--- src/rtl/data_cache_wb.sv ---
// Direct-mapped write-back data cache with a line-granular request/ack memory port.
// Optional DCACHE_STATS_EN adds saturating hit_count/miss_count outputs.
module data_cache_wb #(
  parameter int NUM_LINES  = 4,
  parameter int LINE_WORDS = 4,
  parameter int ADDR_WIDTH = 32
) (
  input  logic                     clk,
  input  logic                     reset,
  input  logic                     cpu_req,
  input  logic                     cpu_we,
  input  logic [ADDR_WIDTH-1:0]    cpu_addr,
  input  logic [31:0]              cpu_wdata,
  output logic [31:0]              cpu_rdata,
  output logic                     cpu_ready,
  output logic                     cpu_miss,
  output logic                     mem_req,
  output logic                     mem_we,
  output logic [ADDR_WIDTH-1:0]    mem_addr,
  output logic [32*LINE_WORDS-1:0] mem_wline,
  input  logic [32*LINE_WORDS-1:0] mem_rline,
  input  logic                     mem_ack
`ifdef DCACHE_STATS_EN
  ,
  output logic [31:0]              hit_count,
  output logic [31:0]              miss_count
`endif
);

  localparam int INDEX_BITS  = $clog2(NUM_LINES);
  localparam int OFFSET_BITS = $clog2(LINE_WORDS) + 2;
  localparam int TAG_BITS    = ADDR_WIDTH - INDEX_BITS - OFFSET_BITS;
  localparam int LINE_BITS   = 32 * LINE_WORDS;
  localparam int WORD_BITS   = (LINE_WORDS > 1) ? $clog2(LINE_WORDS) : 1;

  typedef enum logic [1:0] {IDLE, WRITEBACK, REFILL} state_t;
  state_t state_reg, state_next;

  logic [LINE_BITS-1:0] line_mem [NUM_LINES];
  logic [TAG_BITS-1:0]  tag_mem  [NUM_LINES];
  logic [NUM_LINES-1:0] valid_reg;
  logic [NUM_LINES-1:0] dirty_reg;

  logic [TAG_BITS-1:0]   addr_tag;
  logic [INDEX_BITS-1:0] addr_index;
  logic [WORD_BITS-1:0]  addr_word;
  logic [LINE_BITS-1:0]  cur_line;
  logic [TAG_BITS-1:0]   cur_tag;
  logic [LINE_BITS-1:0]  store_line;
  logic [31:0]           cur_words [LINE_WORDS];
  logic                  hit;
  logic                  store_hit;
  logic                  unused_addr_bits;

  assign addr_tag         = cpu_addr[ADDR_WIDTH-1 -: TAG_BITS];
  assign addr_index       = cpu_addr[OFFSET_BITS +: INDEX_BITS];
  assign unused_addr_bits = ^cpu_addr[1:0];

  generate
    if (LINE_WORDS > 1) begin : g_word_sel
      assign addr_word = cpu_addr[OFFSET_BITS-1:2];
    end else begin : g_word_one
      assign addr_word = '0;
    end
  endgenerate

  assign cur_line = line_mem[addr_index];
  assign cur_tag  = tag_mem[addr_index];

  // Store merge builds the whole new line so the array takes one write per edge.
  generate
    for (genvar gi = 0; gi < LINE_WORDS; gi++) begin : g_words
      assign cur_words[gi] = cur_line[gi*32 +: 32];
      assign store_line[gi*32 +: 32] =
        (addr_word == WORD_BITS'(gi)) ? cpu_wdata : cur_line[gi*32 +: 32];
    end
  endgenerate

  assign hit       = cpu_req & valid_reg[addr_index] & (cur_tag == addr_tag);
  assign store_hit = (state_reg == IDLE) & hit & cpu_we;
  assign cpu_miss  = cpu_req & ~cpu_ready;

  always_ff @(posedge clk) begin
    if (reset) begin
      state_reg <= IDLE;
      valid_reg <= '0;
      dirty_reg <= '0;
    end else begin
      state_reg <= state_next;
      if (store_hit)
        dirty_reg[addr_index] <= 1'b1;
      if (state_reg == WRITEBACK && mem_ack)
        dirty_reg[addr_index] <= 1'b0;
      if (state_reg == REFILL && mem_ack) begin
        valid_reg[addr_index] <= 1'b1;
        dirty_reg[addr_index] <= 1'b0;
      end
    end
  end

  // Data and tags carry no reset; gating writes on reset keeps aborted refills out.
  always_ff @(posedge clk) begin
    if (!reset) begin
      if (store_hit)
        line_mem[addr_index] <= store_line;
      if (state_reg == REFILL && mem_ack) begin
        line_mem[addr_index] <= mem_rline;
        tag_mem[addr_index]  <= addr_tag;
      end
    end
  end

  always_comb begin
    state_next = state_reg;
    cpu_ready  = 1'b0;
    cpu_rdata  = '0;
    mem_req    = 1'b0;
    mem_we     = 1'b0;
    mem_addr   = '0;
    mem_wline  = '0;
    case (state_reg)
      IDLE: begin
        if (hit) begin
          cpu_ready = 1'b1;
          cpu_rdata = cur_words[addr_word];
        end else if (cpu_req) begin
          state_next = (valid_reg[addr_index] & dirty_reg[addr_index]) ? WRITEBACK : REFILL;
        end
      end
      WRITEBACK: begin
        mem_req   = 1'b1;
        mem_we    = 1'b1;
        mem_addr  = {cur_tag, addr_index, {OFFSET_BITS{1'b0}}};
        mem_wline = cur_line;
        if (mem_ack)
          state_next = REFILL;
      end
      REFILL: begin
        mem_req  = 1'b1;
        mem_addr = {addr_tag, addr_index, {OFFSET_BITS{1'b0}}};
        if (mem_ack)
          state_next = IDLE;
      end
      default: state_next = IDLE;
    endcase
  end

`ifdef DCACHE_STATS_EN
  always_ff @(posedge clk) begin
    if (reset) begin
      hit_count  <= '0;
      miss_count <= '0;
    end else begin
      if (cpu_ready && hit_count != 32'hFFFF_FFFF)
        hit_count <= hit_count + 32'd1;
      if (state_reg == IDLE && state_next != IDLE && miss_count != 32'hFFFF_FFFF)
        miss_count <= miss_count + 32'd1;
    end
  end
`endif

endmodule

--- config.mk ---
export PLATFORM = sky130hd
export DESIGN_NAME = data_cache_wb
export DESIGN_NICKNAME = d
export VERILOG_FILES = /design/src/rtl/data_cache_wb.sv
export SDC_FILE = /design/constraint.sdc
export NUM_CORES = 1
export LEC_CHECK = 0
export BUFFER_PORTS_ARGS = -buffer_cell sky130_fd_sc_hd__buf_4
export CAP_MARGIN = 5
export CORE_AREA = 2 2 230 232
export DETAILED_ROUTE_END_ITERATION = 7
export DIE_AREA = 0 0 232 234
export HOLD_SLACK_MARGIN = 0.05
export PLACE_DENSITY = 0.86
export SYNTH_ARGS = -nofsm -noshare
export SYNTH_HDL_FRONTEND = slang
export SYNTH_SLANG_ARGS = --single-unit
--- constraint.sdc ---
create_clock -name clk -period 14.85 [get_ports clk]
set_input_delay 0.7425 -clock clk [delete_from_list [all_inputs] [get_ports clk]]
set_output_delay 0.7425 -clock clk [all_outputs]
set_load 0.05 [all_outputs]
After elaboration in Yosys (flattened, before gate mapping)
Memory sizes are Yosys's and may differ from the RTL's.
Cells that the tools add are included.
Storage, ports and cells
  flip-flop bits (word level): 10
  bits in writable memories: 616
  bits of input ports: 197
  output and inout port bits: 196
  word-level logic and storage cells: 78
  memories kept: 2
Memories
  line_mem: depth 4, bits a word 128, rd ports 1, clocked after memory_dff 0, write ports 1, line 39  | logic [LINE_BITS-1:0] line_mem [NUM_LINES];
  tag_mem: depth 4, bits a word 26, rd ports 1, clocked after memory_dff 0, write ports 1, line 40  | logic [TAG_BITS-1:0] tag_mem [NUM_LINES];
Operators by class
  order comparisons: 3
  eq/ne operators: 10
  multiplexer cells: 39
  bitwise operators: 14
  reductions and logical operators: 7
Operators by type and width (count)
  128-bit 2-to-1 mux: 2
  32-bit 2-to-1 mux: 8
  32-bit binary-select mux with 2-bit select: 1
  32-bit case mux with 2 select lines: 1
  26-bit equality test: 1
  4-bit 2-to-1 mux: 5
  1-bit 2-to-1 mux: 13
  2-bit 2-to-1 mux: 5
  4-bit bitwise AND: 2
  2-bit inequality test (second input constant): 4
  4-bit bitwise OR: 2
  1-bit bitwise AND: 6
  2-bit equality test (second input constant): 3
  2-bit case mux with 3 select lines: 1
  1-bit binary-select mux with 2-bit select: 2
  2-bit by 1-bit equality test with 1-bit output (second input constant): 2
  2-bit logical NOT: 2
  4-bit NOT: 1
  4-bit AND reduction: 1
  3-bit >= comparator (second input constant): 1
  1-bit logical AND: 3
  2-bit by 3-bit < comparator with 1-bit output (second input constant): 1
  2-bit NOT with 3-bit output: 1
  1-bit demux with 2-bit select: 1
  4 further kinds: 4

Depth between registers and ports, before layout
Gate-level depths: netlist of run 1.
  depth after elaboration: 13
  depth in mapped cells: 13
  gate-level depth less buffers: 9

Least setup slack after synthesis of run 1
Ideal clock, no wire load.
  path type: input to register
  start point: in cpu_addr[4]
  end point: mem line_mem[0][0] in the netlist's numbering, enable pin
  setup time: 0.773 ns
  data arrival time: 11.264 ns
  required time: 14.077 ns
  setup slack: 2.813 ns
  stages: 11
  path buffers: 4
  cell sequence: buf_6 buf_12 buf_12 mux4_2 xor2_1 nor4_2 o2111ai_1 inv_2 buf_6 a31oi_1 nor3_1
Between the ends
  word-level cells in the longest chain between the ends: 10
  elaborated cells between the ends (all ways): 12
  classes of those cells: eq/ne (1); mux (5); bitwise (5); memory (1)
RTL lines
  from (decl): line 12  | input logic [ADDR_WIDTH-1:0] cpu_addr,
  branches (longest 10 deep; another with memory 4 x 26 bit)
  to (decl): line 39
Several ways; the timed one is not identified. The select of a mux whose other input is x is not followed.

Worst setup path in the final report of run 1
  start point: in cpu_addr[4]
  end point: mem line_mem[1][28] in the netlist's numbering, enable pin
The elaborated chain is that of the path after synthesis.

==> results by group, run 1 <==
Global routing
  • Number of global-route vias before repair: 17.4k
  • Remaining Overflow, GRT: 0
  • Maximum number of pins on one net before global-route repair: 129
  • Number of antenna violations at the first check in global routing: 5
  • Global-route wire length before repair: 107000 um
  • Overall routing resource usage: 26.5%

Worst setup path
  • Endpoint of the most critical register-to-register path: line_mem[1][28]
  • Crit path launch type: input pin
  • Maximum net fanout on the critical path: 80
  • Reg-to-reg setup timing slack: 9.70 ns
  • Worst reg2reg path startpoint: tag_mem[1][10]
  • Data required time of the critical path: 15.09 ns
  • Endpoint class of the critical path: register
  • CP Class: in -> reg
  • R2R depth: 10
  • Data arrival time of the critical path: 6.61 ns

Yosys
  • Post-synthesis share of cell area spent on and, or, nand and nor gates: 6.86%
  • Share of async-settable or async-resettable flops after synthesis: 0%
  • Unique cell type count in the Yosys netlist: 53
  • Synthesized area per cell: 16.7 um^2
  • Share of the synthesized area in the top cell type: 65.6%
  • Leading area contributor after synthesis: edfxtp_1
  • Yosys warnings: 0
  • Most area-consuming cells after synthesis: edfxtp_1, mux4_2, mux2i_1
  • Synthesized cell area: 28200 um^2
  • Sequential fraction of the synthesis area: 66.4%
  • Gate Count Post-Synth: 1686
  • Compound-gate portion of the synthesized area: 4.29%
  • Register bit count reported by yosys: 626
  • Most used standard cell by instance count after synthesis: edfxtp_1
  • Fraction of the mapped netlist area in adder cells: 0.133%
  • Largest family of logic cells by synthesized area: multiplexers
  • Share of cell area taken by muxes after synthesis: 19.6%
  • Main flop type after synthesis: edfxtp_1
  • XOR/XNOR Fraction of Synth Area: 0.653%
  • Number of enable-type register cells in the synthesized netlist: 616
  • Post-synth top cells: edfxtp_1, mux4_2, and2_1

Clock tree
  • Clock tree root driver cell: clkbuf_16
  • Clock H-tree levels: 2
  • Clock-pin slew reported for the worst setup and hold paths after clock tree synthesis: 0.06 ns
  • Maximum clock insertion buffer count: 3
  • Clock insertion delay at the later pin of the skew report: 0.66 ns
  • Total of hold buffers inserted after clock tree synthesis: 0
  • Resized Gates After CTS: 0
  • Number of buffers added by the clock tree synthesis step: 61
  • Post-CTS repair timing setup buffer count: 0
  • Clock tree sinks: 626
  • TritonCTS clock tree: yes

Die
  • Core outline area: 52000 um^2
  • Standard-cell row count: 84
  • Die Area: 54300 um^2
  • DIE WIDTH: 232 um
  • Number of placed I/O pins: 393
  • Y dimension of the die: 234 um
  • Effective utilization at floorplan: 54.2%

Layout
  • Final layout net count: 2237
  • P&R area growth vs syn: 19.4%
  • Largest regs: line_mem x512, tag_mem x104
  • Number of flip-flops in the largest register: 512
  • Register with the most flip-flops: line_mem
  • Ratio of cells with drive above 1 in the final layout: 32.7%

Route
  • Drt wl/cell: 26.0 um
  • Wire length after detailed routing: 72200 um
  • Detailed-routing iteration count for the pre-antenna-repair pass: 5
  • Total via count in the routed design: 17.2k
  • Routed length on met1: 26400 um
  • Highest metal layer with signal wires: met5
  • Residual antenna-violating net count after detailed routing: 0
  • Met3 WL: 7210 um
  • Routed via count divided by cell count: 6.22
  • Met2 layer wire length in the routed design: 35700 um
  • DRC violations left: 0
  • Drt first-iter violations: 1868

Hold path
  • Sink of the worst hold path: dirty_reg[1]
  • Worst hold path startpoint: reset
  • Instance count along the most critical hold path: 2
  • Hold Path Class: in -> reg

STA
  • Min Tclk post-route: 6.38 ns
  • RSZ-0062 raised after global routing: false
  • Final-report hold violation count: 0
  • Worst relative slew slack: 26.9%
  • Smallest setup slack after layout: 8.47 ns
  • Final clock period utilization by the worst path: 42.9%
  • Number of setup violations in the final report: 0
  • Worst Max-Slew Pin Slew: 1.10 ns
  • Final Max Slew Viols: 0
  • Highest clock frequency the design can meet: 157 MHz
  • Setup clock skew after layout: 0.0596 ns
  • Final-layout setup total negative slack: 0 ns
  • Hold Worst Slack: 0.335 ns

Power and ir drop
  • Cell leakage power: 12.0 nW
  • Peak ir drop on the vdd network: 115 uV
  • Power density over the cells: 119 nW/um^2

Placement
  • Count of buffers from port buffering: 386
  • HPWL after detailed placement: 43400 um
  • RD Place Congestion: 0.897
  • Minimum setup slack after placement: 7.68 ns

Run
  • Number of maximum-capacitance violations: 0

Run status
  • Outcome: finished clean
[worst max-delay path, stage by stage]
cell	delay, ns
buf_8	0.54
buf_4	0.92
mux4_2	0.64
xnor2_1	0.20
nand3_1	0.13
nor4_2	0.38
o2111ai_1	0.28
inv_2	0.73
a31oi_1	0.46
nor2_4	0.22
buf_4	0.60
buf_4	0.64
[routing by layer]
layer / vias to the layer above / global-route usage (%)
li1: 7329 / -
met1: 8696 / 35.2
met2: 1014 / 43.0
met3: 198 / 6.03
met4: 8 / 10.5
met5: - / 0
[cell usage in the layout, fill, tap and decap left out, types with 3 or more instances in the layout]
master / Yosys / layout
and3_1: 6 / 5
nand2_1: 155 / 154
a31oi_1: 3 / 3
buf_12: 2 / 3
clkinv_2: 0 / 12
a311oi_1: 3 / 3
dfxtp_1: 10 / 10
a21oi_1: 6 / 6
xor2_1: 12 / 12
o211ai_1: 4 / 4
nand3_1: 3 / 3
clkinvlp_4: 0 / 3
xnor2_1: 9 / 9
buf_4: 4 / 401
mux2i_1: 149 / 149
o21ai_0: 133 / 133
a32oi_1: 9 / 9
conb_1: 1 / 4
mux4_1: 6 / 6
clkinv_1: 2 / 17
bufinv_16: 0 / 5
nor2_4: 0 / 7
clkbuf_16: 0 / 62
a221oi_1: 6 / 6
a21o_1: 5 / 5
clkbuf_1: 76 / 10
nor2_1: 10 / 3
and2_1: 162 / 162
edfxtp_1: 616 / 616
a22oi_1: 16 / 16
inv_1: 8 / 8
and4_1: 3 / 3
mux4_2: 170 / 170
nor2b_1: 25 / 25
[cells by family (layout without fill, tap and decap cells)]
kind of cell / after synthesis / after routing
AOI/OAI and AO/OA: 202 / 202
xor gates and xnor gates: 21 / 21
adders and majority gates: 3 / 3
buffers and inverters: 132 / 528
DFF: 626 / 626
muxes: 327 / 327
other: 1 / 5
and+or+nand+nor: 374 / 374
[report_power, final]
group | leakage, nW | total, mW | internal (mW) | switching (mW)
Sequential | 5.63 | 2.01 | 2.00 | 0.00664
Clock | 0.948 | 1.51 | 0.851 | 0.654
Combinational | 5.43 | 0.493 | 0.178 | 0.315
[cell type report]
type / instances / area [um^2]
antenna: 1 / 2.50
multi-input combinational: 931 / 8980
clock inverter: 39 / 367
tap: 688 / 861
clock buffer: 72 / 1590
timing repair buffer: 406 / 3100
inverter: 11 / 41.3
sequential: 626 / 18700
fill: 3495 / 18400
[through the flow]
step,util [%],area (um^2),power (mW),cells
3_5_place_dp,60.9,31700,2.53,2662
6_report,64.6,33600,4.01,2774
4_1_cts,64.6,33600,4.02,2773
5_1_grt,64.6,33600,4.12,2773
3_3_place_gp,60.9,31700,2.51,2662
2_1_floorplan,-,28200,2.36,1689
[worst max-delay path by stage]
stage                                  end  depth (start not counted)   startpoint  slack (ns)
after floorplan             line_mem[0][0]                         11  cpu_addr[4]        2.81
after global placement     line_mem[1][28]                         12  cpu_addr[4]        7.74
after detailed placement  line_mem[1][109]                         12  cpu_addr[4]        7.68
after CTS                  line_mem[1][28]                         12  cpu_addr[4]        8.28
after global routing       line_mem[1][28]                         12  cpu_addr[4]        7.93
final                      line_mem[1][28]                         12  cpu_addr[4]        8.47
No activity file was read; power rests on OpenSTA's default activity.
==> run 2, diff against run 1 <==
--- a/config.mk
+++ b/config.mk
@@ -5,11 +5,12 @@
 export SDC_FILE = /design/constraint.sdc
 export NUM_CORES = 1
 export LEC_CHECK = 0
+export ABC_AREA = 1
 export BUFFER_PORTS_ARGS = -buffer_cell sky130_fd_sc_hd__buf_4
 export CAP_MARGIN = 5
-export CORE_AREA = 2 2 230 232
+export CORE_AREA = 2 2 231 233
 export DETAILED_ROUTE_END_ITERATION = 7
-export DIE_AREA = 0 0 232 234
+export DIE_AREA = 0 0 233 235
 export HOLD_SLACK_MARGIN = 0.05
 export PLACE_DENSITY = 0.86
 export SYNTH_ARGS = -nofsm -noshare
==> constraint.sdc (replaced) <==
create_clock -name clk -period 6.4 [get_ports clk]
set_input_delay 0.32 -clock clk [delete_from_list [all_inputs] [get_ports clk]]
set_output_delay 0.32 -clock clk [all_outputs]
set_load 0.05 [all_outputs]
==> results by group, run 2 <==
Run status
  • Outcome: finished clean

Layout
  • Register with the most flip-flops: line_mem
  • Largest regs: line_mem x512, tag_mem x104
  • Final layout net count: 3219 (+44%)
  • P&R area growth vs syn: 19.7%
  • Final Instance Count excl. Fillers: 3756 (+35%)
  • Ratio of cells with drive above 1 in the final layout: 19.0% (-14 points)
  • Number of flip-flops in the largest register: 512 (unchanged)
  • Core occupancy in the finished layout: 65.1% (+0.48 points)
  • Number of fill cells in the layout: 3788 (+8.4%)
  • Layout Cell Area excl Fill: 34000 um^2 (+1.2%)
  • Highest-count cells in the layout ignoring fill and taps: nand2_1, edfxtp_1, buf_4, nor2_1, a22oi_1
  • Leading cell type in the layout, fill and taps excluded: nand2_1

Global routing
  • Global-route wire length before repair: 132000 um (+24%)
  • Remaining Overflow, GRT: 0 (unchanged)
  • Maximum number of pins on one net before global-route repair: 129 (unchanged)
  • Number of global-route vias before repair: 22.2k (+28%)
  • Number of antenna violations at the first check in global routing: 5 (unchanged)
  • Overall routing resource usage: 32.1% (+5.6 points)

Power and ir drop
  • Part of the power in registers: 46.5% (-3.6 points)
  • Part of the total power dissipated in combinational logic: 19.5% (+7.2 points)
  • Cell leakage power: 13.2 nW (+10%)
  • Power density over the cells: 301 nW/um^2 (+150%)
  • Power Internal: 7.19 mW (+140%)
  • Relative contribution of the clock network to total power: 34.0% (-3.6 points)
  • Sw Ratio: 29.8% (+5.5 points)
  • Peak ir drop on the vdd network: 272 uV (+140%)
  • Net switching power: 3.06 mW (+210%)

Die
  • Y dimension of the die: 235 um (+0.43%)
  • Die Area: 54800 um^2 (+0.86%)
  • Core outline area: 52200 um^2 (+0.40%)
  • Number of placed I/O pins: 393 (unchanged)
  • DIE WIDTH: 233 um (+0.43%)
  • Standard-cell row count: 84 (unchanged)
  • Effective utilization at floorplan: 54.4% (+0.24 points)

Hold path
  • Hold Path Class: in -> reg
  • Worst hold path startpoint: mem_rline[80]
  • Sink of the worst hold path: line_mem[1][80]
  • Instance count along the most critical hold path: 3 (+1)

Yosys
  • Register bit count reported by yosys: 626 (unchanged)
  • Sequential fraction of the synthesis area: 65.8% (-0.56 points)
  • Leading area contributor after synthesis: edfxtp_1
  • Unique cell type count in the Yosys netlist: 33 (-38%)
  • Most used standard cell by instance count after synthesis: nand2_1
  • Number of enable-type register cells in the synthesized netlist: 616 (unchanged)
  • Synthesized cell area: 28400 um^2 (+0.85%)
  • Main flop type after synthesis: edfxtp_1
  • Share of async-settable or async-resettable flops after synthesis: 0% (unchanged)
  • Share of the synthesized area in the top cell type: 65.1% (-0.55 points)
  • Post-synth top cells: nand2_1, edfxtp_1, nor2_1
  • Synthesized area per cell: 10.6 um^2 (-37%)
  • Most area-consuming cells after synthesis: edfxtp_1, nand2_1, a22oi_1
  • Yosys warnings: 0 (unchanged)
  • Gate Count Post-Synth: 2679 (+59%)

Route
  • Total via count in the routed design: 23.1k (+34%)
  • Routed via count divided by cell count: 6.14 (-1.2%)
  • DRC violations left: 0 (unchanged)
  • Detailed-routing iteration count for the pre-antenna-repair pass: 6 (+1)
  • Wire length after detailed routing: 89900 um (+25%)
  • Residual antenna-violating net count after detailed routing: 0 (unchanged)
  • Drt first-iter violations: 3064 (+64%)
  • Drt wl/cell: 23.9 um (-8.0%)

Placement
  • HPWL after detailed placement: 56200 um (+30%)
  • Count of buffers from port buffering: 386 (unchanged)
  • Inst Count DP: 3617 (+36%)
  • Minimum setup slack after placement: 2.16 ns (-5.51 ns)
  • Placed Instance Area: 31800 um^2 (+0.50%)
  • RD Place Congestion: 0.958 (+6.7%)

Clock tree
  • Clock tree root driver cell: clkbuf_16
  • Clock tree sinks: 626 (unchanged)
  • TritonCTS clock tree: yes
  • Number of buffers added by the clock tree synthesis step: 61 (unchanged)
  • Clock-pin slew reported for the worst setup and hold paths after clock tree synthesis: 0.06 ns (about the same)
  • Post-CTS repair timing setup buffer count: 0 (unchanged)
  • Maximum clock insertion buffer count: 3 (unchanged)
  • Clock insertion delay at the later pin of the skew report: 0.66 ns (about the same)
  • Clock H-tree levels: 2 (unchanged)

STA
  • Final clock period utilization by the worst path: 66.6%
  • Worst Max-Slew Pin Slew: 1.23 ns (+0.136 ns)
  • Number of setup violations in the final report: 0 (unchanged)
  • Setup clock skew after layout: 0.0263 ns (-0.0333 ns)
  • Smallest setup slack after layout: 2.13 ns (-6.34 ns)
  • Min Tclk post-route: 4.27 ns
  • Highest clock frequency the design can meet: 234 MHz
  • Final-report hold violation count: 0 (unchanged)
  • Final-layout setup total negative slack: 0 ns (unchanged)
  • Final Max Slew Viols: 0 (unchanged)
  • RSZ-0062 raised after global routing: false
  • Worst relative slew slack: 17.8% (-9.1 points)

Worst setup path
  • Endpoint of the most critical register-to-register path: line_mem[0][66]
  • Data arrival time of the critical path: 3.95 ns (-2.66 ns)
  • Worst reg2reg path startpoint: state_reg[0]
  • Endpoint class of the critical path: output port
  • Maximum net fanout on the critical path: 34 (-57%)
  • CP Class: in -> out
  • Data required time of the critical path: 6.08 ns (-9.01 ns)
  • R2R depth: 6 (-4)
  • Reg-to-reg setup timing slack: 2.77 ns (-6.93 ns)
  • Crit path launch type: input pin

Run
  • Number of maximum-capacitance violations: 0 (unchanged)
run 2: area by class of cell:
class | instances | area [um^2] | share of cell area, %
Timing Repair Buffer | 444 | 3480 | 10.2
Clock buffer | 79 | 1590 | 4.69
Inverter | 163 | 622 | 1.83
Sequential cell | 626 | 18700 | 55.0
Tap cell | 688 | 861 | 2.53
Multi-Input combinational cell | 1723 | 8450 | 24.8
Clock inverter | 31 | 318 | 0.934
Antenna cell | 2 | 5.00 | 0.0147
run 2: through the flow:
stage               hold WS (ns)  total power [mW]
finish                     0.108              10.2
detailed placement         0.448              6.79
global route               0.122              10.5
floorplan                  0.419              6.12
global placement           0.438              6.73
CTS                       0.0900              10.2
run 2: worst max-delay path by stage:
stage                start              end
2_1_floorplan  cpu_addr[4]   line_mem[0][0]
3_3_place_gp   cpu_addr[4]  line_mem[0][40]
3_5_place_dp   cpu_addr[4]  line_mem[0][45]
4_1_cts        cpu_addr[5]    cpu_rdata[31]
5_1_grt        cpu_addr[5]    cpu_rdata[24]
6_report       cpu_addr[5]    cpu_rdata[11]
run 2: cells by family (layout without fill, tap and decap cells):
group	Yosys count	after routing	synth area share (%)
flip-flops	626	626	65.8
AND/OR/NAND/NOR	1219	1219	17.3
AO/OA/AOI/OAI	497	497	11.9
buffers and inverters	333	717	4.87
other	1	6	0.0132
adder cells (fa/ha/maj)	3	3	0.132
run 2: timing repair:
action	CTS	global route
endpoints found under the hold margin	108	0
setup endpoints to repair	0	0
gates resized for setup	0	0
hold buffers	27	0
run 2: routing by layer:
metal | up-vias | global-route usage, % | part of all wire (%)
met5 | - | 0 | 0.043
met4 | 6 | 20.0 | 7.1
met3 | 317 | 6.44 | 12
met2 | 1711 | 50.5 | 47
met1 | 10968 | 41.0 | 34
li1 | 10078 | - | -
run 2: power by group through the flow:
stage               registers (mW)  clock network, mW  logic (mW)
finish                        4.76               3.48        2.00
global placement              4.84                  0        1.89
floorplan                     4.85                  0        1.26
global route                  4.77               3.64        2.11
CTS                           4.76               3.48        1.97
detailed placement            4.85                  0        1.95
run 2: critical path, cell delays in order:
cell	delay [ns]
buf_4	0.35
inv_2	0.39
nor2_4	0.76
buf_4	0.51
buf_4	0.50
a22oi_1	0.16
and2_1	0.20
inv_1	0.07
a21oi_1	0.09
a21oi_2	0.28
buf_4	0.25
